## src/rtl/vga_vram_arbiter.sv

```systemverilog
// vga_vram_arbiter: single-port text VRAM arbiter, display > clear > CPU priority.
// Define VGA_VRAM_CLR_EN to build in the hardware clear-screen engine.
module vga_vram_arbiter #(
  parameter int ADDR_W = 12,
  parameter int DATA_W = 16,
  parameter int CELLS = 2400,
  parameter logic [DATA_W-1:0] CLR_VALUE = 16'h0720
) (
  input  logic              clk,
  input  logic              reset,
  input  logic              disp_req,
  input  logic [ADDR_W-1:0] disp_addr,
  output logic              disp_valid,
  output logic [DATA_W-1:0] disp_rdata,
  input  logic              cpu_req_valid,
  output logic              cpu_req_ready,
  input  logic              cpu_we,
  input  logic [ADDR_W-1:0] cpu_addr,
  input  logic [DATA_W-1:0] cpu_wdata,
  output logic              cpu_rsp_valid,
  output logic [DATA_W-1:0] cpu_rdata,
  input  logic              clr_start,
  output logic              clr_busy,
  output logic              ram_en,
  output logic              ram_we,
  output logic [ADDR_W-1:0] ram_addr,
  output logic [DATA_W-1:0] ram_wdata,
  input  logic [DATA_W-1:0] ram_rdata
);
  typedef enum logic [1:0] {T_NONE, T_DISP, T_CPU, T_CLR} tag_t;
  tag_t tag1, tag2;
  logic oor1, oor2;
  logic idle, clr_g, cpu_acc, cpu_in;
  logic [ADDR_W-1:0] clr_addr;
  assign cpu_in = cpu_addr < ADDR_W'(CELLS);
  assign cpu_req_ready = reset & ~disp_req & idle;
  assign cpu_acc = cpu_req_valid & cpu_req_ready;
`ifdef VGA_VRAM_CLR_EN
  typedef enum logic {IDLE, CLEAR} state_t;
  state_t state, state_nx;
  logic [ADDR_W-1:0] clr_ptr;
  logic clr_last;
  assign clr_last = clr_ptr == ADDR_W'(CELLS - 1);
  assign clr_addr = clr_ptr;
  always_ff @(posedge clk)
    state <= !reset ? IDLE : state_nx;
  always_comb
    state_nx = (state == IDLE) ? (clr_start ? CLEAR : IDLE) : ((clr_g && clr_last) ? IDLE : CLEAR);
  always_comb begin
    idle = state == IDLE;
    clr_busy = state == CLEAR;
    clr_g = (state == CLEAR) & ~disp_req;
  end
  // A display fetch stalls the engine: pointer only moves on an actual write.
  always_ff @(posedge clk)
    if (!reset) clr_ptr <= '0;
    else if (clr_g) clr_ptr <= clr_last ? '0 : clr_ptr + 1'b1;
`else
  logic unused_clr;
  assign unused_clr = clr_start;
  assign idle = 1'b1;
  assign clr_busy = 1'b0;
  assign clr_g = 1'b0;
  assign clr_addr = '0;
`endif
  // Out-of-range CPU reads still carry a CPU tag so the response pulse appears, with zero data.
  always_ff @(posedge clk) begin
    if (!reset) begin
      ram_en <= 1'b0;
      ram_we <= 1'b0;
      ram_addr <= '0;
      ram_wdata <= '0;
      tag1 <= T_NONE;
      tag2 <= T_NONE;
      oor1 <= 1'b0;
      oor2 <= 1'b0;
      disp_valid <= 1'b0;
      cpu_rsp_valid <= 1'b0;
    end else begin
      ram_en <= disp_req | clr_g | (cpu_acc & cpu_in);
      ram_we <= clr_g | (cpu_acc & cpu_we & cpu_in);
      ram_addr <= disp_req ? disp_addr : clr_g ? clr_addr : cpu_addr;
      ram_wdata <= clr_g ? CLR_VALUE : cpu_wdata;
      tag1 <= disp_req ? T_DISP : clr_g ? T_CLR : (cpu_acc & ~cpu_we) ? T_CPU : T_NONE;
      oor1 <= ~cpu_in;
      tag2 <= tag1;
      oor2 <= oor1;
      disp_valid <= tag1 == T_DISP;
      cpu_rsp_valid <= tag1 == T_CPU;
    end
  end
  assign disp_rdata = (tag2 == T_DISP) ? ram_rdata : '0;
  assign cpu_rdata = (tag2 == T_CPU && !oor2) ? ram_rdata : '0;
endmodule

```

## config.mk

```make
export PLATFORM = sky130hd
export DESIGN_NAME = vga_vram_arbiter
export DESIGN_NICKNAME = d
export VERILOG_FILES = /design/src/rtl/vga_vram_arbiter.sv
export SDC_FILE = /design/constraint.sdc
export NUM_CORES = 1
export LEC_CHECK = 0
export BUFFER_PORTS_ARGS = -buffer_cell sky130_fd_sc_hd__buf_2
export CAP_MARGIN = 20
export CORE_MARGIN = 2
export CORE_UTILIZATION = 35
export DETAILED_ROUTE_END_ITERATION = 12
export MAX_ROUTING_LAYER = met4
export PLACE_DENSITY = 0.86
export RECOVER_POWER = 25
export SLEW_MARGIN = 20
export SYNTH_ARGS = -nofsm -noshare
export SYNTH_HDL_FRONTEND = slang
export SYNTH_SLANG_ARGS = --single-unit
```

## constraint.sdc

```tcl
create_clock -name clk -period 1.6 [get_ports clk]
set_clock_uncertainty 0.15 [all_clocks]
set_input_delay 0.32 -clock clk [delete_from_list [all_inputs] [get_ports clk]]
set_output_delay 0.32 -clock clk [all_outputs]
set_load 0.005 [all_outputs]
```

==> impl_metrics.py <==
metrics = {
    "run_status": {
        "outcome": "complete, but fails checks",
        "failed_checks": "setup timing",
    },
    "timing": {
        "fin_hold_ws_ns": 0.06019,
        "slew_violations": 0,
        "rsz0062_at_grt": "true",
        "worst_slack_ns": -0.09699,
        "fmax_mhz": 589.3,
        "clock_period_minus_worst_slack_ns": 1.697,
        "timing.slew.headroom_pct": 43.12,
        "setup_viol": 32,
        "worst-slew-pin-transition_ns": 0.8532,
        "hold_viol": 0,
        "period_share_pct": 106.1,
    },
    "worst_setup_path": {
        "criticalPathCategory": "reg2out",
        "rr_worst_depth": 2,
        "setup.worst_path.end": "cpu_rdata[14]",
        "critPathLaunchType": "flop",
        "ff2ff_setup_slack_ns": 0.75,
        "worstSetupStartpoint": "oor2",
        "crit_required_ns": 1.13,
        "crit_arrival_ns": 1.23,
        "timing.rr.start": "tag1[1]",
        "regToRegEndpoint": "cpu_rsp_valid",
        "cp_max_fo": 14,
        "crit_path_end_kind": "output pin",
    },
    "global_routing": {
        "gr-total-overflow": 0,
        "number_of_antenna_violations_at_the_first_check_in_global_routing": 0,
        "globalRouteTotalUtil_pct": 13.57,
        "grt_first_pass_wirelength_microns": 4367,
        "grt_start_max_net_pins": 29,
        "first_global_vias": 1091,
    },
    "route": {
        "totalWireLength_microns": 3285,
        "detail_route.drc_violations": 0,
        "drt_first_pass_iters": 4,
        "drt-vias-per-instance": 4.267,
        "routed-via-count": 1357,
        "route.antenna.remaining_nets": 0,
        "dr.first_iter.drc_count": 24,
        "route.detailed.wl_per_inst_microns": 10.33,
    },
    "layout": {
        "syn2layout_area_growth_pct": 53.45,
        "n_antenna_cell": 0,
        "finish.net_count": 329,
        "final_core_utilization_pct": 55.58,
        "finalNonFillerCells": 318,
        "layout-drive-gt1-share_pct": 52.99,
    },
    "floorplan": {
        "chipHeight_microns": 68.34,
        "design.core.area_sq_mm": 0.004000,
        "initial_utilization_pct": 36.22,
        "fp-row-count": 23,
        "die-area_sq_mm": 0.004670,
        "die_width_microns": 68.34,
        "pin_count": 128,
    },
    "synth": {
        "synthCells": 139,
        "netlist-cell-type-count": 20,
        "syn_nets": 201,
        "synth.yosys.seq_area_share_pct": 52.50,
        "yosysTopAreaCell": "dfxtp_1",
        "synthTopCellsByArea": "dfxtp_1, and2_1, mux2i_1, nor2b_1, buf_6",
        "yosys_warnings": 0,
        "synth.ff_latch_count": 38,
        "cell_area_after_technology_mapping_sq_mm": 0.001449,
        "syn-mean-instance-area_sq_um": 10.42,
        "yosysTopAreaCellShare_pct": 52.50,
    },
    "clock_network": {
        "clk-insertion-delay-late_ns": 0.28,
        "clock_tree.htree_level_count": 2,
        "worst_setup_hold_path_clk_slew_ns": 0.06,
        "cts_made_buffers": 5,
        "cts.path.max_buffers": 2,
        "clock_sinks": 38,
        "cts.root.buffer_cell": "clkbuf_8",
        "cts_tree": "done",
    },
    "min_path": {
        "hold_path.class": "in2reg",
    },
    "run": {
        "max_cap_viol_count": 0,
    },
    "pwr": {
        "power_density_mw_per_mm2": 858.4,
        "max-vdd-ir-drop_mv": 0.6571,
        "p_leak_nw": 1.241,
    },
    "placement": {
        "port_buffers": 125,
        "place.detailed.instances": 309,
        "gp_routability_congestion": 0.7125,
        "detailedPlacementHpwl_microns": 2670,
    },
}
## registers in the layout, indices dropped and copies added, names as in the netlist
signal and count:
ram_addr 12, ram_en 1, tag2 2, disp_valid 1, oor2 1, oor1 1, ram_we 1, tag1 2
cpu_rsp_valid 1, ram_wdata 16
## layer usage
layer	up-vias	routed length, microns	track usage [%]
met3	4	413	5.592
met5	-	0	-
met2	94	1630	24.27
met4	0	40	7.500
met1	574	1201	12.01
li1	685	-	-
## cell usage in the layout, fill, tap and decap left out, drive strengths merged
| cell | Yosys | layout |
|---|---|---|
| buf | 5 | 126 |
| conb | 1 | 1 |
| a21oi | 1 | 1 |
| nand2 | 3 | 3 |
| nor3b | 1 | 1 |
| nand3 | 1 | 1 |
| dfxtp | 38 | 38 |
| nor2 | 2 | 2 |
| o21bai | 1 | 1 |
| o21ai | 2 | 2 |
| nor2b | 15 | 15 |
| and2 | 53 | 53 |
| clkbuf | 3 | 10 |
| mux2i | 12 | 12 |
| and2b | 1 | 1 |
| clkinv | 0 | 1 |
## report_power, final
group | switching [mW] | internal, mW | leakage [nW] | total, mW
Combinational | 0.102 | 0.143 | 0.876 | 0.245
Sequential | 0.0121 | 0.998 | 0.317 | 1.01
Clock | 0.307 | 0.347 | 0.0482 | 0.654
Total | 0.421 | 1.49 | 1.24 | 1.91
## how the worst min path moves through the flow
stage,endpoint,slack (ns),startpoint,cells after the start
final,tag1[1],0.06,cpu_we,2
after CTS,tag1[1],0.05,cpu_we,2
after detailed placement,disp_valid,0.26,tag1[1],1
after global routing,tag1[1],0.05,cpu_we,2
after global placement,cpu_rsp_valid,0.25,tag1[0],1
after floorplan,cpu_rsp_valid,0.23,tag1[0],1
## cell families (layout without fill, tap and decap cells)
kind of cell	Yosys count	after routing	synth area share, %
muxes	12	12	8.290
AOI/OAI and AO/OA	4	4	1.554
and+or+nand+nor	76	76	33.33
DFF	38	38	52.50
buffers and inverters	8	137	4.058
other	1	1	0.2588
## worst max-delay path: stages (launching register included)
cell	delay (ns)
dfxtp_2	0.33
nor3b_4	0.25
buf_12	0.16
and2_1	0.12
buf_2	0.10
## Yosys cell counts
master / number
nor2b_2: 1
nor2_1: 2
and2_1: 52
buf_6: 3
clkbuf_2: 1
o21bai_1: 1
a21oi_1: 1
dfxtp_1: 38
buf_4: 1
and2b_4: 1
nor2b_1: 14
o21ai_1: 2
nand3_1: 1
and2_4: 1
mux2i_1: 12
clkbuf_1: 2
buf_2: 1
nand2_1: 3
conb_1: 1
nor3b_4: 1
## layout make-up
cell class                 instances  area [sq um]
clock buffer                       7         86.33
sequential                        38         764.5
timing repair buffer             129         673.1
clock inverter                     1         5.005
multi-input combinational         93         631.9
tap                               50         62.56
fill                             361          1777
## per-stage QoR
stage	setup WS, ns	total power, mW	setup TNS (ns)	cell area (sq um)
floorplan	0.2895	1.136	0	1449
global placement	0.1452	1.273	0	2113
detailed placement	0.1513	1.281	0	2113
CTS	-0.1135	1.945	-2.346	2215
global route	-0.1885	2.004	-4.387	2223
finish	-0.09699	1.909	-1.752	2223
## what timing repair did
item,4_1_cts,5_1_grt
buffers inserted,1,0
setup endpoints to repair,32,32
resized for setup,2,5
gates cloned,0,0
pin swaps,3,0
hold buffers,0,0
(Power assumes the default switching activity.)
